--- src/rtl/bsg_link_pkg.sv ---
// Shared types and helpers for the OSDR link transmit side.
package bsg_link_pkg;

  // Transmitter lifecycle: quiet period after reset, normal sending, and a
  // terminal state entered when the receiver returns more credits than exist.
  typedef enum logic [1:0] {
    ST_INIT   = 2'd0,
    ST_ACTIVE = 2'd1,
    ST_ERROR  = 2'd2
  } link_state_e;

  // Credit counter must represent 0..2^lg_depth inclusive, hence one extra bit.
  function automatic int credit_width(input int lg_depth);
    return lg_depth + 1;
  endfunction

endpackage

--- src/rtl/bsg_link_token_sync.sv ---
// Brings the receiver's asynchronous credit token into clk_i and turns every
// toggle (rising or falling) into a single-cycle edge pulse.
module bsg_link_token_sync (
  input  logic clk_i,
  input  logic reset_i,
  input  logic token_i,
  output logic edge_o
);

  logic sync1;
  logic sync2;
  logic last;

  // Two-flop synchronizer followed by a history flop for edge detection.
  always_ff @(posedge clk_i) begin
    if (reset_i) begin
      sync1 <= 1'b0;
      sync2 <= 1'b0;
      last  <= 1'b0;
    end else begin
      sync1 <= token_i;
      sync2 <= sync1;
      last  <= sync2;
    end
  end

  assign edge_o = sync2 ^ last;

endmodule

--- src/rtl/bsg_link_osdr_tx_credit.sv ---
// Credit-based transmit front end for the OSDR link. Accepts words from the
// core only while the remote FIFO is known to have room, registers them for
// the output stage, and recovers credits from the receiver's toggle token.
//
// Handshake: a word moves when v_i and ready_o are both 1 in the same cycle.
// ready_o is a flop output and never looks at v_i; the producer may hold v_i
// and data_i until it sees ready_o, and must not drop a word it offered while
// ready_o was high.
module bsg_link_osdr_tx_credit
  import bsg_link_pkg::*;
#(
  parameter int width_p                         = 16,
  parameter int lg_fifo_depth_p                 = 3,
  parameter int lg_credit_to_token_decimation_p = 1,
  parameter int init_cycles_p                   = 4
) (
  input  logic                       clk_i,
  input  logic                       reset_i,
  input  logic [width_p-1:0]         data_i,
  input  logic                       v_i,
  output logic                       ready_o,
  input  logic                       token_i,
  output logic [width_p-1:0]         io_data_o,
  output logic                       io_v_o,
  output logic                       error_o,
  output link_state_e                dbg_state_o,
  output logic [lg_fifo_depth_p:0]   dbg_credit_o
);

  localparam int credit_w = credit_width(lg_fifo_depth_p);
  localparam int sum_w    = credit_w + 1;
  localparam int init_w   = $clog2(init_cycles_p + 1);

  localparam logic [sum_w-1:0]  credit_max = sum_w'(2 ** lg_fifo_depth_p);
  localparam logic [sum_w-1:0]  token_gain = sum_w'(2 ** lg_credit_to_token_decimation_p);
  localparam logic [init_w-1:0] init_last  = init_w'(init_cycles_p - 1);

  link_state_e          state;
  link_state_e          state_next;
  logic [init_w-1:0]    init_cnt;
  logic [init_w-1:0]    init_cnt_next;

  logic [credit_w-1:0]  credit_r;
  logic [credit_w-1:0]  credit_next;
  logic [sum_w-1:0]     credit_sum;
  logic                 overflow;

  logic                 token_edge;
  logic                 transfer;
  logic                 deliver;
  logic                 ready_next;

  logic                 ready_r;
  logic                 io_v_r;
  logic [width_p-1:0]   io_data_r;
  logic                 error_r;

  bsg_link_token_sync token_sync (
    .clk_i   (clk_i),
    .reset_i (reset_i),
    .token_i (token_i),
    .edge_o  (token_edge)
  );

  assign transfer = v_i & ready_r;

  // Credit arithmetic: spend one per accepted word, gain a block per token edge.
  always_comb begin
    credit_sum  = {1'b0, credit_r}
                - {{(sum_w-1){1'b0}}, transfer}
                + (token_edge ? token_gain : '0);
    overflow    = (state != ST_ERROR) && (credit_sum > credit_max);
    credit_next = credit_r;
    if (state != ST_ERROR) begin
      if (overflow) credit_next = credit_max[credit_w-1:0];
      else          credit_next = credit_sum[credit_w-1:0];
    end
  end

  // Next-state logic: quiet count, normal run, sticky error on overflow.
  always_comb begin
    state_next    = state;
    init_cnt_next = init_cnt;
    case (state)
      ST_INIT: begin
        if (overflow)                   state_next = ST_ERROR;
        else if (init_cnt == init_last) state_next = ST_ACTIVE;
        else                            init_cnt_next = init_cnt + 1'b1;
      end
      ST_ACTIVE: begin
        if (overflow) state_next = ST_ERROR;
      end
      ST_ERROR: begin
        state_next = ST_ERROR;
      end
      default: begin
        state_next = ST_ERROR;
      end
    endcase
  end

  // ready is precomputed for next cycle so the output stays a plain flop.
  // A word accepted in the overflow cycle is not forwarded: error dominates.
  assign ready_next = (state_next == ST_ACTIVE) && (credit_next != '0);
  assign deliver    = transfer & ~overflow;

  // FSM state register and quiet-period counter.
  always_ff @(posedge clk_i) begin
    if (reset_i) begin
      state    <= ST_INIT;
      init_cnt <= '0;
    end else begin
      state    <= state_next;
      init_cnt <= init_cnt_next;
    end
  end

  // Credit counter and registered link outputs.
  always_ff @(posedge clk_i) begin
    if (reset_i) begin
      credit_r  <= credit_max[credit_w-1:0];
      ready_r   <= 1'b0;
      io_v_r    <= 1'b0;
      io_data_r <= '0;
      error_r   <= 1'b0;
    end else begin
      credit_r <= credit_next;
      ready_r  <= ready_next;
      io_v_r   <= deliver;
      if (deliver) io_data_r <= data_i;
      error_r  <= (state_next == ST_ERROR);
    end
  end

  assign ready_o      = ready_r;
  assign io_v_o       = io_v_r;
  assign io_data_o    = io_data_r;
  assign error_o      = error_r;
  assign dbg_state_o  = state;
  assign dbg_credit_o = credit_r;

endmodule

--- config.mk ---
export PLATFORM = sky130hd
export DESIGN_NAME = bsg_link_osdr_tx_credit
export DESIGN_NICKNAME = d
export VERILOG_FILES = /design/src/rtl/bsg_link_pkg.sv /design/src/rtl/bsg_link_token_sync.sv /design/src/rtl/bsg_link_osdr_tx_credit.sv
export SDC_FILE = /design/constraint.sdc
export NUM_CORES = 1
export LEC_CHECK = 0
export ABC_CLOCK_PERIOD_IN_PS = 7150
export CORE_MARGIN = 5
export CORE_UTILIZATION = 53
export DETAILED_ROUTE_END_ITERATION = 7
export DONT_BUFFER_PORTS = 1
export MAX_ROUTING_LAYER = met4
export PLACE_DENSITY = 0.71
export REMOVE_ABC_BUFFERS = 1
export SYNTH_ARGS = -nofsm -noshare
export SYNTH_HDL_FRONTEND = slang
export SYNTH_SLANG_ARGS = --single-unit
--- constraint.sdc ---
create_clock -name clk_i -period 7.15 [get_ports clk_i]
set_input_delay 1.43 -clock clk_i [delete_from_list [all_inputs] [get_ports clk_i]]
set_output_delay 1.43 -clock clk_i [all_outputs]
set_load 0.02 [all_outputs]
Word-level counts from Yosys, hierarchy flattened

Cells that the tools add are included.

Bitwise gates (word level): 5
Magnitude comparators: 1
$add $sub $neg: 3
Multiplexer cells: 7
Equal/unequal tests: 5
Reductions and logical operators: 5

Operators with widths:

| operator              | count |
|---|---|
| $mux W2               | 4 |
| $mux W4               | 2 |
| $add A5 B2 Y5         | 1 |
| $gt A5 B4 Y1 const B  | 1 |
| $sub A4 B1 Y5         | 1 |
| $eq A2 B1 Y1 const B  | 2 |
| $pmux W2 S2           | 1 |
| $reduce_bool A4 Y1    | 1 |
| $add A3 B1 Y3 const B | 1 |
| $eq A3 B2 Y1 const B  | 1 |
| $reduce_and A3 Y1     | 1 |
| $and A1 B1 Y1         | 2 |
| $eq A2 B2 Y1 const B  | 1 |
| $logic_and A1 B1 Y1   | 2 |
| $logic_not A2 Y1      | 1 |
| $ne A2 B2 Y1 const B  | 1 |
| $not A1 Y1            | 2 |
| $xor A1 B1 Y1         | 1 |

Output and inout bits: 25
Input bits: 20
Word-level logic and storage cells: 36
Register bits after elaboration: 31

Depth between registers and ports, before layout

Gate-level depths: netlist (run 1).

Depth after elaboration: 9
Mapped depth: 11
Depth with buffers taken out: 10

By module

A second synthesis (run 1) with hierarchy kept.

Cell total of the unflattened synthesis: 150
Area, all modules: 1493.9 sq um

By module, submodules not included:

| module                  | area an instance (sq um) | times used | sequential area each (sq um) | cells each |
|---|---|---|---|---|
| bsg_link_osdr_tx_credit | 1406.3                   | 1          | 560.5                        | 143 |
| bsg_link_token_sync     | 87.6                     | 1          | 60.1                         | 7 |

Worst setup path after synthesis (run 1)

OpenSTA, ideal clock, no wires.

Path type: input -> register
Start point: input v_i
End point: register io_data_r[10], in the netlist io_data_o[10]
Setup time: 0.072 ns
Data arrival time: 3.478 ns
Cell stages on the path: 11
Buffers on the path: 1
Setup slack: 3.600 ns
Data required time: 7.078 ns
Cell sequence: and2_1 > ha_1 > inv_1 > ha_1 > inv_1 > fa_1 > and3b_1 > o31ai_2 > nor3_4 > buf_8 > mux2i_1

Cells in the longest elaborated chain, start to end: 7

RTL lines:

| what                        | RTL line                       | source |
|---|---|---|
| start: declaration          | bsg_link_osdr_tx_credit.sv:20  | `input logic v_i,` |
| $and A1 B1 Y1 (*)           | bsg_link_osdr_tx_credit.sv:65  | `assign transfer = v_i & ready_r;` |
| $sub A4 B1 Y5               | bsg_link_osdr_tx_credit.sv:70  | `- {{(sum_w-1){1'b0}}, transfer}` |
| $add A5 B2 Y5               | bsg_link_osdr_tx_credit.sv:71  | `+ (token_edge ? token_gain : '0);` |
| $gt A5 B4 Y1                | bsg_link_osdr_tx_credit.sv:72  | `overflow = (state != ST_ERROR) && (credit_sum > credit_max);` |
| $logic_and A1 B1 Y1         | bsg_link_osdr_tx_credit.sv:72  |  |
| $not A1 Y1 (no source line) | --                             |  |
| $and A1 B1 Y1 (*)           | bsg_link_osdr_tx_credit.sv:105 | `assign deliver = transfer & ~overflow;` |
| end signal: assignment      | bsg_link_osdr_tx_credit.sv:130 | `if (deliver) io_data_r <= data_i;` |
| end: declaration            | bsg_link_osdr_tx_credit.sv:55  | `logic [width_p-1:0] io_data_r;` |

Every way passes the cells marked *; elsewhere a longest branch is shown, timed or not.
A chain may end at the register's enable or synchronous reset.

Worst setup path after layout (run 1)

Start point: input v_i
End point: register io_data_r[0], in the netlist io_data_o[0]

Same word-level chain as after synthesis.

==> results of run 1 <==
==> flip-flops by register name, summed over array words and instances, names as in the netlist <==
register	cells
token_sync.sync1	1
dbg_state_o	2
init_cnt	3
token_sync.last	1
io_v_o	1
error_o	1
io_data_o	16
ready_o	1
token_sync.sync2	1
dbg_credit_o	4
==> worst register-to-register path: stages (launching register included) <==
cell and delay, ns:
dfxtp_1 0.47, inv_1 0.08, ha_1 0.30, inv_1 0.06
ha_1 0.19, inv_1 0.07, fa_1 0.50, and3b_1 0.23
o31ai_2 0.10, nor3_4 0.74, mux2i_1 0.28
==> synth_stat cells <==
master	number
buf_2	1
o31ai_2	1
a211oi_2	1
and2_1	2
a21oi_1	5
nor2b_1	4
o21ai_0	1
clkbuf_1	5
a211oi_1	2
and3b_1	1
nand2_1	4
or3_1	1
mux2i_1	17
nand2b_1	35
o31a_1	1
ha_1	7
nor2_1	6
o31ai_1	1
and3_1	1
or4_1	4
a211o_1	1
buf_8	1
nand3_1	1
and4_4	1
o22ai_1	1
dfxtp_1	31
or2_1	1
fa_1	1
xnor2_1	2
o21bai_1	1
nor3_4	1
inv_1	9
nor3_1	2
xor2_1	1
nor4_1	2
==> final cells by class <==
class                      instances  area, sq um  area share
multi-input combinational        109          820       0.522
tap                               31         38.8      0.0247
sequential                        31          621       0.396
inverter                           9         33.8      0.0215
clock buffer                       6         51.3      0.0327
clock inverter                     1         5.00     0.00319
==> metrics by stage <==
stage	worst slack, ns	hold WS [ns]	area [sq um]	util	power, W
floorplan	3.44	0.414	1470	-	0.000415
global placement	3.23	0.425	1510	0.549	0.000448
detailed placement	3.09	0.442	1510	0.549	0.000460
CTS	3.45	0.450	1570	0.569	0.000561
global route	3.26	0.460	1570	0.569	0.000604
finish	3.49	0.446	1570	0.569	0.000559
==> metal layers <==
metal / wire, microns / up-vias / track usage
met5: 0 / - / -
met4: 33 / 0 / 0.0468
met3: 246 / 5 / 0.0870
met2: 1390 / 42 / 0.260
met1: 1140 / 488 / 0.160
li1: - / 526 / -
==> logic make-up after synthesis <==
family                     Yosys count  synth area share
AOI/OAI and AO/OA                   15            0.0720
xor gates and xnor gates             3            0.0174
adders and majority gates            8            0.0711
buffers and inverters               16            0.0480
DFF                                 31             0.410
muxes                               17             0.112
and+or+nand+nor                     66             0.269
==> worst max path at each step <==
stage          slack, ns  cells after the start       endpoint  start
2_1_floorplan       3.44                     10   io_data_o[0]    v_i
3_3_place_gp        3.23                     10  io_data_o[14]    v_i
3_5_place_dp        3.09                     10   io_data_o[0]    v_i
4_1_cts             3.45                     10   io_data_o[0]    v_i
5_1_grt             3.26                     10  io_data_o[12]    v_i
6_report            3.49                     10   io_data_o[0]    v_i
==> power by group through the flow <==
stage	Sequential [W]	Clock, W	Combinational [W]
floorplan	0.000228	0	0.000187
global placement	0.000234	0	0.000214
detailed placement	0.000234	0	0.000226
CTS	0.000230	0.000105	0.000227
global route	0.000234	0.000115	0.000255
finish	0.000230	0.000102	0.000227
==> metrics.md, run 1 <==
| Metric | Value |
|---|---|
| Status | `complete, no violations` |
| WL/cell | `15.0 microns` |
| Worst R2R Start | `dbg_credit_o[1]` |
| Min Tclk post-route | `3.66 ns` |
| Gr ovfl total | `0` |
| Non-filler cells, final | `187` |
| CTS Buf Count | `5` |
| Die H | `63.4 microns` |
| Share of layout cells above drive strength 1 | `0.0705` |
| Tightest Pin Transition | `0.919 ns` |
| Combinational power share | `0.406` |
| Worst R2R Path Depth | `10` |
| Clk_lat worst skew | `0.33 ns` |
| Synth area leaders | `dfxtp_1 (41%), nand2b_1 (14%), mux2i_1 (11%)` |
| Most common cell after layout, fill and taps aside | `nand2b_1` |
| Gate Count Post-Synth | `156` |
| Startpoint Class | `primary input` |
| Setup Viol. Count Final | `0` |
| Power share of the sequential group | `0.411` |
| Worst path cell trace | `and2_1 > ha_1 > inv_1 > ha_1 > inv_1 > fa_1 > and3b_1 > o31ai_2 > nor3_4 > mux2i_1` |
| Most frequent cells in the layout | `nand2b_1 (35), dfxtp_1 (31), mux2i_1 (17)` |
| Synth Cell Area | `0.00151 sq mm` |
| Net Sw Power | `0.000225 W` |
| Die area | `0.00402 sq mm` |
| First-pass GRT wire length | `4840 microns` |
| Pwr dens | `356 mW/mm^2` |
| Syn-to-layout area delta | `3.72%` |
| Hold Path Origin | `token_sync.sync1` |
| DPL Wire Length | `2110 microns` |
| Net Sw Frac | `0.403` |
| FF+latch count, synth | `31` |
| Clock sink count | `31` |
| Buffers on Ports | `0` |
| Antenna violations before repair | `0` |
| Slowest CP cell | `nor3_4` |
| Antenna Nets Post-Route | `0` |
| Largest net degree at the start of global routing | `48` |
| WP data required | `7.41 ns` |
| Leakage | `0.585 nW` |
| CP endpoint kind | `flop` |
| VDD IR max | `256 uV` |
| Htree depth | `2` |
| Dpl cells | `180` |
| Post-CTS setup buffer count | `0` |
| Initial Utilization | `0.549` |
| Yosys top cell by area | `dfxtp_1` |
| Crit path max-delay family | `simple AND/OR/NAND/NOR gates` |
| Synth Warn # | `0` |
| CTS max path bufs | `2` |
| Drt pass-1 iters | `4` |
| Register area share after synthesis | `0.410` |
| Vias | `1061` |
| Worst Path Arrival | `3.92 ns` |
| Final Hold Viols | `0` |
| Endpoint, Worst Hold | `token_sync.sync2` |
| Final estimated routing congestion in global placement | `0.899` |
| Chip width | `63.4 microns` |
| Mapped Avg Cell Area | `9.70 sq um` |
| Num rows | `19` |
| Root Buffer | `clkbuf_4` |
| Fillers | `258` |
| R2r setup slk | `4.08 ns` |
| Drc violations | `0` |
| Synth top area share | `0.410` |
| Vias in the first global route | `1067` |
| RSZ-0062 raised after global routing | `no` |
| Clock Power Share | `0.183` |
| Tcrit/Tclk final | `0.512` |
| # nets final | `184` |
| Ports | `45` |
| Int Power | `0.000333 W` |
| Worst min-delay path class | `flop to flop` |
| Normalized max-slew margin | `0.385` |
| Final Max Slew Viols | `0` |
| CTS tree | `built` |
| Crit path kind | `primary input to flop` |
| Synth cell types | `35` |
| Setup TNS | `0 ns` |
| Final wirelength | `2810 microns` |
| Crit-path max FO | `16` |
| Max Fclk | `273 MHz` |
| Critical path's largest stage delay | `0.74 ns` |
| Cts hold-fix bufs | `0` |
| FF-to-FF End | `io_data_o[0]` |
| Max_cap viols | `0` |
| Clock Skew | `0.00388 ns` |
| PostCTS Resize Cnt | `0` |
| Core ar. | `0.00276 sq mm` |
| DR iter-0 viols | `32` |
| Gr usage total | `0.158` |
| Vias per cell | `5.67` |
| Antenna diode instance count | `0` |
| Clock slew seen by the registers of the worst setup and hold paths | `0.09 ns` |
| CP Buf/Inv Count | `2` |
| WHS Path Cells | `1` |
(Power assumes the default switching activity.)
==> run 2, diff against run 1 <==
Settings changed: ABC_AREA set to 1, ABC_CLOCK_PERIOD_IN_PS 7150 to 3600.
Clock period 7.15 ns to 3.6 ns, I/O delays scaled along.
==> run 2 against run 1 <==
Register-to-register slack got worse by 3.1 ns; clock-buffer cell count did not move; sequential cell count did not move; combinational power rose by 110%; largest cell class unchanged.
==> metrics.md, run 2 <==
| Metric | Value |
|---|---|
| Synth Flop Type | `dfxtp_1` |
| Initial Utilization | `0.540` |
| Drt pass-1 iters | `4` |
| Fillers | `267` |
| Antenna diode instance count | `0` |
| Dpl ws | `0.771 ns` |
| Synth Warn # | `0` |
| Post-CTS setup buffer count | `0` |
| Final estimated routing congestion in global placement | `0.796` |
| Clock Skew | `0.00524 ns` |
| Chip width | `62.6 microns` |
| Clock Power Share | `0.175` |
| Largest net degree at the start of global routing | `26` |
| CTS Buf Count | `5` |
| Max Fclk | `378 MHz` |
| Worst min-delay path class | `flop to flop` |
| CP endpoint kind | `flop` |
| Vias | `1068` |
| Vias per cell | `5.18` |
| Int Power | `0.000622 W` |
| Ports | `45` |
| Synth top area share | `0.424` |
| Drc violations | `0` |
| DPL Wire Length | `2100 microns` |
| Max reg flops | `16` |
| Worst Path Arrival | `2.86 ns` |
| WP data required | `3.81 ns` |
| Clock slew seen by the registers of the worst setup and hold paths | `0.09 ns` |
| # nets final | `203` |
| Top Metal Used | `met4` |
| Routed met1 length | `1100 microns` |
| Final worst slack | `0.956 ns` |
| Startpoint Class | `flop` |
| Met3 wire len | `211 microns` |
| Die area | `0.00391 sq mm` |
| Tightest Pin Transition | `0.381 ns` |
| Max_cap viols | `0` |
| CTS tree | `built` |
| CP Buf/Inv Count | `3` |
| Gate Count Post-Synth | `174` |
| Crit path max-delay family | `adder cells` |
| Core ar. | `0.00271 sq mm` |
| Vias in the first global route | `1090` |
| Gr usage total | `0.159` |
| Crit-path max FO | `20` |
| Gr ovfl total | `0` |
| Dominant cell by count in the synthesized netlist | `nand2_1` |
| Ys async rst share | `0` |
| DR iter-0 viols | `46` |
| Antenna Nets Post-Route | `0` |
| Synth cell types | `24` |
| Tcrit/Tclk final | `0.735` |
| Mapped Avg Cell Area | `8.41 sq um` |
| Cts hold-fix bufs | `0` |
| Yosys top cell by area | `dfxtp_1` |
| Power share of the sequential group | `0.393` |
| Buffers on Ports | `0` |
| Most frequent cells in the layout | `nand2_1 (36), dfxtp_1 (31), inv_1 (20)` |
| Net Sw Power | `0.000491 W` |
| Min Tclk post-route | `2.64 ns` |
| Leakage | `0.607 nW` |
| Slowest CP cell | `fa_1` |
| Post-synth top cells | `nand2_1 (36), dfxtp_1 (31), inv_1 (20)` |
| Critical path's largest stage delay | `0.50 ns` |
| Normalized max-slew margin | `0.746` |
| Root Buffer | `clkbuf_4` |
| Num rows | `19` |
| Number of synthesized flops with an enable pin | `0` |
| Most used cell, CP | `inv_1` |
| Worst path cell trace | `inv_1 > ha_1 > inv_1 > ha_1 > inv_1 > fa_1 > nand2_1 > o21ai_2 > nand2_2 > nand2_4 > nand2_4 > nand2_1 > a21oi_2` |
| Detail Route met2 WL | `1420 microns` |
| PostCTS Resize Cnt | `0` |
| Setup TNS | `0 ns` |
| Share of layout cells above drive strength 1 | `0.211` |
| Synth Cell Area | `0.00146 sq mm` |
| Pwr dens | `742 mW/mm^2` |
| WL/cell | `13.4 microns` |
| Power Total | `0.00111 W` |
| VDD IR max | `611 uV` |
| Htree depth | `2` |
| Most common cell after layout, fill and taps aside | `nand2_1` |
| Clock sink count | `31` |
| FF+latch count, synth | `31` |
| Die H | `62.6 microns` |
| Synth area leaders | `dfxtp_1 (42%), nand2_1 (9.2%), nand3_2 (6.8%)` |
| Setup Viol. Count Final | `0` |
| Antenna violations before repair | `0` |
| Final Max Slew Viols | `0` |
| Net Sw Frac | `0.441` |
| Syn-to-layout area delta | `2.48%` |
| Register area share after synthesis | `0.424` |
| Status | `complete, no violations` |
| Final wirelength | `2770 microns` |
| Combinational power share | `0.432` |
| Crit path kind | `flop to flop` |
| RSZ-0062 raised after global routing | `no` |
| CTS max path bufs | `2` |
| First-pass GRT wire length | `4850 microns` |
| Clk_lat worst skew | `0.31 ns` |
| Final Hold Viols | `0` |
[run 2: cell count changes after synthesis, moves of 9 or more]
cell      delta
a21oi_2     +10
inv_1       +11
mux2i_1     -17
nand2_1     +32
nand2b_1    -35
nand3_1      +9
nand3_2     +10
nor2_1      +10
[run 2: per-layer routing]
layer	GRT usage	up-vias
met4	0.0663	0
met2	0.264	35
met5	-	-
li1	-	547
met1	0.164	482
met3	0.0665	4
[run 2: worst paths after layout]
path | from | to | slack [ns] | depth (start not counted)
setup reg to reg | dbg_credit_o[1] | io_data_o[10] | 0.96 | 13
setup / recovery | dbg_credit_o[1] | io_data_o[10] | 0.96 | 13
hold reg to reg | token_sync.sync1 | token_sync.sync2 | 0.41 | 2
hold / removal | token_sync.sync1 | token_sync.sync2 | 0.41 | 2
[run 2: kinds of logic after synthesis]
family / synth area share
flops: 0.424
compound gates: 0.103
simple gates: 0.277
fa+ha+maj: 0.0735
buf+inv: 0.104
xor+xnor: 0.0180
[run 2: stage by stage]
step / hold WS, ns / std cells / cell area [sq um] / utilization
after floorplan: 0.388 / 167 / 1400 / -
after global placement: 0.401 / 199 / 1440 / 0.533
after detailed placement: 0.404 / 199 / 1440 / 0.533
after CTS: 0.418 / 206 / 1500 / 0.554
after global routing: 0.414 / 206 / 1500 / 0.554
final: 0.414 / 206 / 1500 / 0.554
[run 2: tightest hold or removal path: stages, from the launching register on]
cell	delay, ns
dfxtp_1	0.31
inv_1	0.04
nor2_1	0.03
[run 2: final cells by class]
class / count / area (sq um) / area share
multi-input combinational: 113 / 691 / 0.460
tap: 31 / 38.8 / 0.0259
timing repair buffer: 1 / 7.51 / 0.00500
inverter: 23 / 86.3 / 0.0575
clock buffer: 6 / 51.3 / 0.0342
clock inverter: 1 / 5.00 / 0.00334
sequential: 31 / 621 / 0.414
[run 2: power by group through the flow]
stage | registers, W | clock network, W | logic (W)
final | 0.000438 | 0.000195 | 0.000481
after global routing | 0.000444 | 0.000221 | 0.000552
after CTS | 0.000440 | 0.000205 | 0.000484
after global placement | 0.000447 | 0 | 0.000466
after floorplan | 0.000440 | 0 | 0.000402
after detailed placement | 0.000448 | 0 | 0.000483
